<file path="src/rtl/seven_seg_capture.sv">
// Recovers the hex digits shown on a multiplexed, active-low seven-segment bus.
// Each position commits once its {an_n, seg_n} pattern has been stable long enough.
module seven_seg_capture #(
    parameter int NUM_DIGITS    = 4,
    parameter int STABLE_CYCLES = 8,
    localparam int IW = (NUM_DIGITS > 1) ? $clog2(NUM_DIGITS) : 1
) (
    input  logic                    clk,
    input  logic                    rst,
    input  logic                    clear,
    input  logic [6:0]              seg_n,
    input  logic [NUM_DIGITS-1:0]   an_n,
    output logic [4*NUM_DIGITS-1:0] digits,
    output logic [NUM_DIGITS-1:0]   digit_valid,
    output logic [NUM_DIGITS-1:0]   digit_err,
    output logic                    conflict,
    output logic                    upd,
    output logic [IW-1:0]           upd_idx
);

    localparam int SW = NUM_DIGITS + 7;
    localparam int CW = $clog2(STABLE_CYCLES + 1);
    localparam logic [CW-1:0] CNT_MAX = CW'(STABLE_CYCLES);
    localparam logic [CW-1:0] CNT_PRE = CW'(STABLE_CYCLES - 1);

    logic [SW-1:0] s1;
    logic [SW-1:0] s2;
    logic [SW-1:0] sp;
    logic [CW-1:0] cnt;

    logic [6:0]            seg;
    logic [NUM_DIGITS-1:0] en;
    logic                  en_one;
    logic                  en_multi;
    logic [IW-1:0]         sel_idx;
    logic                  commit;
    logic                  dec_ok;
    logic [3:0]            dec_code;
    logic                  blank;

    // Decoding works on sp, which equals s2 whenever commit can fire.
    assign seg      = sp[6:0];
    assign en       = ~sp[SW-1:7];
    assign en_multi = (en & (en - NUM_DIGITS'(1))) != '0;
    assign en_one   = (en != '0) && !en_multi;
    assign blank    = (seg == 7'b1111111);
    assign commit   = (s2 == sp) && (cnt == CNT_PRE);

    always_comb begin
        sel_idx = '0;
        for (int i = 0; i < NUM_DIGITS; i++) begin
            if (en[i]) begin
                sel_idx = IW'(i);
            end
        end
    end

    always_comb begin
        dec_ok   = 1'b1;
        dec_code = 4'h0;
        case (seg)
            7'b1000000: dec_code = 4'h0;
            7'b1111001: dec_code = 4'h1;
            7'b0100100: dec_code = 4'h2;
            7'b0110000: dec_code = 4'h3;
            7'b0011001: dec_code = 4'h4;
            7'b0010010: dec_code = 4'h5;
            7'b1000010: dec_code = 4'h6;
            7'b0000010: dec_code = 4'h6;
            7'b1111000: dec_code = 4'h7;
            7'b0000000: dec_code = 4'h8;
            7'b0010000: dec_code = 4'h9;
            7'b0001000: dec_code = 4'hA;
            7'b0000011: dec_code = 4'hB;
            7'b1000110: dec_code = 4'hC;
            7'b0100001: dec_code = 4'hD;
            7'b0000110: dec_code = 4'hE;
            7'b0001110: dec_code = 4'hF;
            default:    dec_ok   = 1'b0;
        endcase
    end

    always_ff @(posedge clk or posedge rst) begin
        if (rst) begin
            s1  <= '1;
            s2  <= '1;
            sp  <= '1;
            cnt <= '0;
        end else begin
            s1 <= {an_n, seg_n};
            s2 <= s1;
            sp <= s2;
            if (s2 != sp) begin
                cnt <= '0;
            end else if (cnt < CNT_MAX) begin
                cnt <= cnt + CW'(1);
            end
        end
    end

    always_ff @(posedge clk or posedge rst) begin
        if (rst) begin
            digits      <= '0;
            digit_valid <= '0;
            digit_err   <= '0;
            conflict    <= 1'b0;
            upd         <= 1'b0;
            upd_idx     <= '0;
        end else begin
            upd <= 1'b0;
            if (clear) begin
                digits      <= '0;
                digit_valid <= '0;
                digit_err   <= '0;
                conflict    <= 1'b0;
            end else if (commit) begin
                if (en_multi) begin
                    conflict <= 1'b1;
                end else if (en_one) begin
                    if (blank) begin
                        digit_valid <= digit_valid & ~en;
                        upd         <= 1'b1;
                        upd_idx     <= sel_idx;
                    end else if (dec_ok) begin
                        for (int i = 0; i < NUM_DIGITS; i++) begin
                            if (en[i]) begin
                                digits[4*i +: 4] <= dec_code;
                            end
                        end
                        digit_valid <= digit_valid | en;
                        upd         <= 1'b1;
                        upd_idx     <= sel_idx;
                    end else begin
                        digit_err <= digit_err | en;
                    end
                end
            end
        end
    end

endmodule

</file>
<file path="config.mk">
export PLATFORM = sky130hd
export DESIGN_NAME = seven_seg_capture
export DESIGN_NICKNAME = d
export VERILOG_FILES = /design/src/rtl/seven_seg_capture.sv
export SDC_FILE = /design/constraint.sdc
export NUM_CORES = 1
export LEC_CHECK = 0
export CAP_MARGIN = 20
export CORE_ASPECT_RATIO = 0.6
export CORE_MARGIN = 4
export CORE_UTILIZATION = 54
export CTS_BUF_LIST = sky130_fd_sc_hd__clkbuf_4 sky130_fd_sc_hd__clkbuf_8 sky130_fd_sc_hd__clkbuf_16
export CTS_CLUSTER_SIZE = 16
export DETAILED_ROUTE_END_ITERATION = 16
export PLACE_DENSITY = 0.79
export SETUP_SLACK_MARGIN = 0.05
export SLEW_MARGIN = 20
export SYNTH_ARGS = -nofsm -noshare
export SYNTH_HDL_FRONTEND = slang
export SYNTH_SLANG_ARGS = --single-unit
</file>
<file path="constraint.sdc">
create_clock -name clk -period 2.9 [get_ports clk]
set_input_delay 0.58 -clock clk [delete_from_list [all_inputs] [get_ports clk]]
set_output_delay 0.58 -clock clk [all_outputs]
set_load 0.02 [all_outputs]
</file>
=== After elaboration in Yosys (flattened, before gate mapping) ===
Index checks and enable logic that the tools add are counted.

* Register bits after elaboration: 65
* Input bits: 14
* Output and inout bits: 28
* Logic and storage cells: 114

* Add/subtract/negate cells: 2
* Order comparisons: 1
* Equality and inequality tests: 23
* Multiplexer cells: 40
* Bitwise logic cells: 8
* Reduce and logical (&&, ||, !) cells: 27

{| class="wikitable"
|+ Operator list
! kind !! number
|-
| $mux 16 || 6
|-
| $mux 4 || 18
|-
| $pmux 4 s15 || 1
|-
| $eq 7x7->1 const B || 6
|-
| $reduce_and 6->1 || 4
|-
| $eq 7x5->1 const B || 3
|-
| $eq 7x6->1 const B || 3
|-
| $reduce_bool 2->1 || 10
|-
| $reduce_or 17->1 || 1
|-
| $eq 7x2->1 const B || 2
|-
| $eq 7x4->1 const B || 2
|-
| $eq 11x11->1 || 1
|-
| $mux 1 || 11
|-
| $ne 11x11->1 || 1
|-
| $reduce_and 5->1 || 2
|-
| $and 4x4->4 || 2
|-
| $mux 2 || 4
|-
| $not 4->4 || 2
|-
| $or 4x4->4 || 2
|-
| $reduce_bool 4->1 || 2
|-
| $eq 7x3->1 const B || 1
|-
| $logic_not 7->1 || 1
|-
| $ne 2x2->1 const B || 3
|-
| $add 4x1->4 const B || 1
|-
| 10 further kinds || 12
|}

=== Depth between registers and ports, before layout ===
* Word-level depth: 10
* Gate-level depth with buffers: 8
* Gate-level depth less buffers: 7

=== Worst setup path after synthesis ===
No wires, ideal clock.

* Kind: register to register
* Start point: register sp[5]
* End point: register upd_idx[0]
* Library setup time: 125 ps
* Data arrival time: 2,112 ps
* Required time: 2,775 ps
* Path slack: 664 ps
* Stages on the path, launching flop included: 8
* Buffers on the path: 1
* Period minus slack after synthesis: 2,236 ps
* Path through: dfstp_2 > buf_6 > nor3b_1 > nor4b_2 > nor3_1 > nor2b_4 > a2111oi_2 > mux2_2

* Longest elaborated chain between the ends: 5
* Elaborated cells between the ends (all ways): 25
* Classes of those cells: eq/ne: 18; mux: 2; reduce/logical: 5

{| class="wikitable"
|+ Ends and longest elaborated chain
! item !! line !! text
|-
| start: declaration || 28 || <nowiki>logic [SW-1:0] sp;</nowiki>
|-
| start signal: assignment || 87 || <nowiki>sp <= '1;</nowiki>
|-
| start signal: assignment || 92 || <nowiki>sp <= s2;</nowiki>
|-
| $eq 7x4->1, or another cell as far along || 61 || <nowiki>case (seg)</nowiki>
|-
| $reduce_or 17->1 (no source line) || n/a ||
|-
| $mux 1 || 61 ||
|-
| $reduce_bool 2->1 (no source line) || n/a ||
|-
| $reduce_and 5->1 (no source line) || n/a ||
|-
| end signal: assignment || 123 || <nowiki>upd_idx <= sel_idx;</nowiki>
|-
| end signal: assignment || 132 || <nowiki>upd_idx <= sel_idx;</nowiki>
|-
| end: declaration || 18 || <nowiki>output logic [IW-1:0] upd_idx</nowiki>
|}

Several ways; a longest one is shown, not always the timed one.
A chain may end at the register's enable or synchronous reset.

=== Final worst setup path ===
* Start point: register sp[5]
* End point: register upd_idx[1]

Same word-level chain as after synthesis.

==> results.txt <==
- Worst-margin pin slew: roughly 0.91 ns
* Logic depth of the worst path, buffers included: 6
- Global routing used 20.4% of the available tracks across all layers.
- For this block, wires on met1 add up to 2960 microns.
* Placeable Area: 0.00528 sq mm
- CTS sink cnt: 65
* Tcrit/Tclk final: 89.4%
- Remaining max-slew budget at the tightest pin: 39.3%
- Detailed routing placed a total of about 550 microns of wire on met3.
- Min-Delay Path Class: register to register
- The floorplan step defined a die boundary enclosing 0.00701 sq mm.
- Detailed routing placed a total of 2780 microns of wire on met2.
- For this configuration, the core starts out at a cell density of between 50 and 60%.
* Total congestion overflow after global routing: 0
* Async set-or-reset flop fraction in the synthesized netlist: 100%
- The clock passes through at most 2 buffers.
- Post-CTS timing repair inserted 0 buffers for setup.
- The tree is rooted in a sky130_fd_sc_hd__clkbuf_8.
- Sequential cells burn 52.7% of the power.
* Buffer and inverter count on the worst path: 0
* Depth of the worst register-to-register path: 6
- Nets in the synthesized netlist: 267
- Reported net switching power: between 0.4 and 0.5 mW
- The most critical setup path has its endpoint at upd_idx[1].
- Worst hold margin: 0.357 ns
- In this run the static leakage power is 1.48 nW.
- Number of antenna violations at the first check in global routing: 0
* Critical path, cell by cell: nor3b_1 > nor4b_2 > nor3_1 > nor2b_4 > a2111oi_2 > mux2_2
- Peak clock frequency supported by timing: slightly below 400 MHz
- In this run the count of I/O pins placed on the die edge is 42.
- Delay of the slowest critical-path stage: 0.65 ns
- STA classifies the critical path endpoint as a register.
* Final clock skew: 0.00928 ns
- Clock share of power: 40.7%
* Worst-case register-to-register setup slack: 0.31 ns
- Comb power frac: approximately 6.7%
* Post-route cell area: around 0.0037 sq mm
- After detailed placement, the total cell area comes to ~0.0035 sq mm.
* Setup repair after global routing missed its margin: false
- Total Negative Setup Slacks: 0 ns
- Of the total synthesized cell area, the portion taken by full adders, half adders and majority gates is less than 1%.
* Power Density: 504 mW/mm^2
* I/O Buffers: 41
* Largest net degree at the start of global routing: 35
- Reg2reg start: sp[5]
* Number of buffers created by CTS: 9
- Setup slack after layout: 0.308 ns
- Dominant cell type by area after synthesis: sky130_fd_sc_hd__dfstp_2
- For this run, the leading register cell type out of synthesis is sky130_fd_sc_hd__dfstp_2.
- Antenna Cells: 0
- Fraction of the yosys area taken by sequential cells: 54.2%
* Number of different library cells in the post-synthesis netlist: 66
- Final critical delay including setup and external delays: 2.59 ns
* CTS H-Tree Depth: 3
- Compared with the post-synthesis result, the final layout area differs by 21.4%.
* EDFF count, synth: 0
- For this design, the slowest cell found on the critical path is sky130_fd_sc_hd__dfstp_2.
- The synthesized netlist devotes 12.2% of its cell area to compound gates.
* DR top layer: met4
* Cell-internal power: about 1.4 mW
- Total setup violations reported at the end of the flow: 0
* Number of cells produced by synthesis: about 250
- For the worst setup path, the data arrival time is 2.82 ns.
* Biggest area contributors in the synthesized netlist: sky130_fd_sc_hd__dfstp_2 (28%), sky130_fd_sc_hd__dfrtp_1 (26%), sky130_fd_sc_hd__xnor2_1 (2.3%)
- Clock slew seen by the registers of the worst setup and hold paths: ~0.070 ns
- Worst reg2reg endpoint: upd_idx[1]
- Routability-driven placement finished with a final weighted congestion of 0.916.
- For this run, design rule violations remaining after detail routing come to 0.
- Area share of the largest cell type after synthesis: 28.2%
- Required @ worst endpoint: 3.13 ns
- The tool flagged a number of max-cap violations equal to 0.
- Post-detailed-placement half-perimeter wirelength: 4600 microns
- Warnings from Yosys: 0
- Post-synthesis instance area: 0.00308 sq mm
- Critical Path Fanout Max: 13
* Worst Setup Slack post-DPL: 0.416 ns
* Post-Synth XOR/XNOR Area: 5.00%
- Of the post-synthesis cell area, the part taken by muxes is 2.68%.
- By area, the combinational part of the netlist is dominated by simple AND/OR/NAND/NOR gates.
- Critical path startpoint category: register
- Fraction of final layout cells with drive strength greater than 1: around 28%
* Cell family with most CP delay: simple AND/OR/NAND/NOR gates
* Area fraction in and, or, nand and nor cells after synthesis: 21.0%
- The first global-routing pass estimated 10,900 microns of wire.
- Starting DRC count in detailed routing: around 230
* Die width: 105 microns
- Number of global-route vias before repair: roughly 2,100
- The total count of hold-check failures in the final report came to 0.
* Routed via count: 2,168
- Total wire length: between 6000 and 7000 microns
- The die is between 60 and 70 microns tall.
* Outcome: complete, no violations
* DR vias/cell: 5.74
- Dividing the detail-routed wire length by the instance count gives 16.9 microns.
- Skew-Pair Late Insertion Delay: 0.35 ns
- Number of optimization iterations in the first detailed-route pass: 5
* Cts-stage hold buffer count: 0
- Max-slew violation total from the final report: 0
- Net switching is approximately a quarter of the power.
- After synthesis the netlist holds a flip-flop and latch count of 65.
- VDD IR max: 0.355 mV
* CP Launch Point: sp[5]
- Antenna-violating nets left: 0
- After clock tree synthesis, the repair step resized 0 gates.
- Total power of the final layout: 1.88 mW
- At the end of the flow, the number of nets in the layout was 311.
- Synthesized area divided by synthesized cell count: roughly 12 sq um
- The floorplan has 20 rows.
* Worst setup path class: register to register
- TritonCTS built the clock tree.
-- state kept, by name, indices dropped and copies added, names as in the netlist --
name	cells
s2	11
sp	11
cnt	4
conflict	1
digits	16
digit_valid	4
upd_idx	2
upd	1
s1	11
digit_err	4
-- metal layers --
| metal | GRT usage (%) | vias to the layer above |
|---|---|---|
| li1 | - | 1009 |
| met1 | 28.1 | 1040 |
| met2 | 30.2 | 107 |
| met3 | 6.00 | 12 |
| met4 | 8.51 | 0 |
| met5 | 0 | - |
-- cells in the mapped netlist, types with 3 or more instances --
library cell and number:
sky130_fd_sc_hd__a21boi_0 4, sky130_fd_sc_hd__a21oi_1 5, sky130_fd_sc_hd__a21oi_2 3, sky130_fd_sc_hd__a31oi_1 10
sky130_fd_sc_hd__buf_2 3, sky130_fd_sc_hd__buf_6 5, sky130_fd_sc_hd__dfrtp_1 32, sky130_fd_sc_hd__dfstp_2 33
sky130_fd_sc_hd__inv_1 10, sky130_fd_sc_hd__mux2i_1 6, sky130_fd_sc_hd__nand2_1 16, sky130_fd_sc_hd__nand3_1 3
sky130_fd_sc_hd__nand4_1 4, sky130_fd_sc_hd__nor2_1 15, sky130_fd_sc_hd__nor3_1 6, sky130_fd_sc_hd__nor4b_1 3
sky130_fd_sc_hd__o21a_1 6, sky130_fd_sc_hd__o21ai_0 4, sky130_fd_sc_hd__o32ai_1 6, sky130_fd_sc_hd__or4_1 4
sky130_fd_sc_hd__xnor2_1 8, sky130_fd_sc_hd__xor2_1 4
-- worst min-delay path by stage --
stage	startpoint	end	slack [ns]	depth (start not counted)
after detailed placement	s1[0]	s2[0]	0.35	0
after global routing	s1[6]	s2[6]	0.36	0
after floorplan	s1[0]	s2[0]	0.35	0
after CTS	s1[2]	s2[2]	0.36	0
final	s1[4]	s2[4]	0.36	0
after global placement	s1[3]	s2[3]	0.35	0
-- per-stage QoR --
stage | instances | util [%]
floorplan | 252 | -
global placement | 362 | 67.0
global route | 378 | 70.8
CTS | 378 | 70.8
detailed placement | 362 | 67.0
finish | 378 | 70.8
-- power groups by stage --
stage / combinational [mW] / clock (mW) / sequential [mW]
CTS: 0.127 / 0.789 / 0.990
global route: 0.140 / 0.842 / 0.995
global placement: 0.124 / 0 / 1.00
finish: 0.125 / 0.765 / 0.991
detailed placement: 0.125 / 0 / 1.01
floorplan: 0.110 / 0 / 0.978
-- worst register-to-register path, cell delays in order (launching register included) --
cell	delay, ns
sky130_fd_sc_hd__dfstp_2	0.65
sky130_fd_sc_hd__nor3b_1	0.37
sky130_fd_sc_hd__nor4b_2	0.36
sky130_fd_sc_hd__nor3_1	0.12
sky130_fd_sc_hd__nor2b_4	0.19
sky130_fd_sc_hd__a2111oi_2	0.40
sky130_fd_sc_hd__mux2_2	0.39
-- placed cells by master, fill, tap and decap left out, drive strengths merged, types with 2 or more instances in the layout --
cell type,count
clkdlybuf4s50,41
dfstp,33
dfrtp,32
nand2,16
nor2,15
inv,12
a31oi,10
clkbuf,10
xnor2,9
nor3,8
a21oi,8
mux2i,6
o21a,6
o32ai,6
or4,6
xor2,6
nor4b,6
nand4,5
buf,5
o21ai,4
a21boi,4
nand3,4
o22ai,4
nor4,4
clkinv,4
nor2b,3
or2,3
nand2b,2
or2b,2
nor3b,2
nand4b,2
and3b,2
mux2,2
or3,2
-- cells by family (layout without fill, tap and decap cells) --
| family | count (synthesis) | count (layout) |
|---|---|---|
| buf+inv | 24 | 73 |
| simple gates | 89 | 89 |
| xor+xnor | 15 | 15 |
| compound gates | 50 | 50 |
| fa+ha+maj | 1 | 1 |
| flops | 65 | 65 |
| mux | 8 | 8 |
-- final cells by class --
type | count | area [sq um]
tap | 77 | 96.3
sequential | 65 | 1670
multi-input combinational | 163 | 1270
timing repair buffer | 46 | 460
clock buffer | 10 | 131
clock inverter | 6 | 67.6
fill | 375 | 1540
inverter | 11 | 41.3
Note: power is estimated with default switching activity, not from simulation.
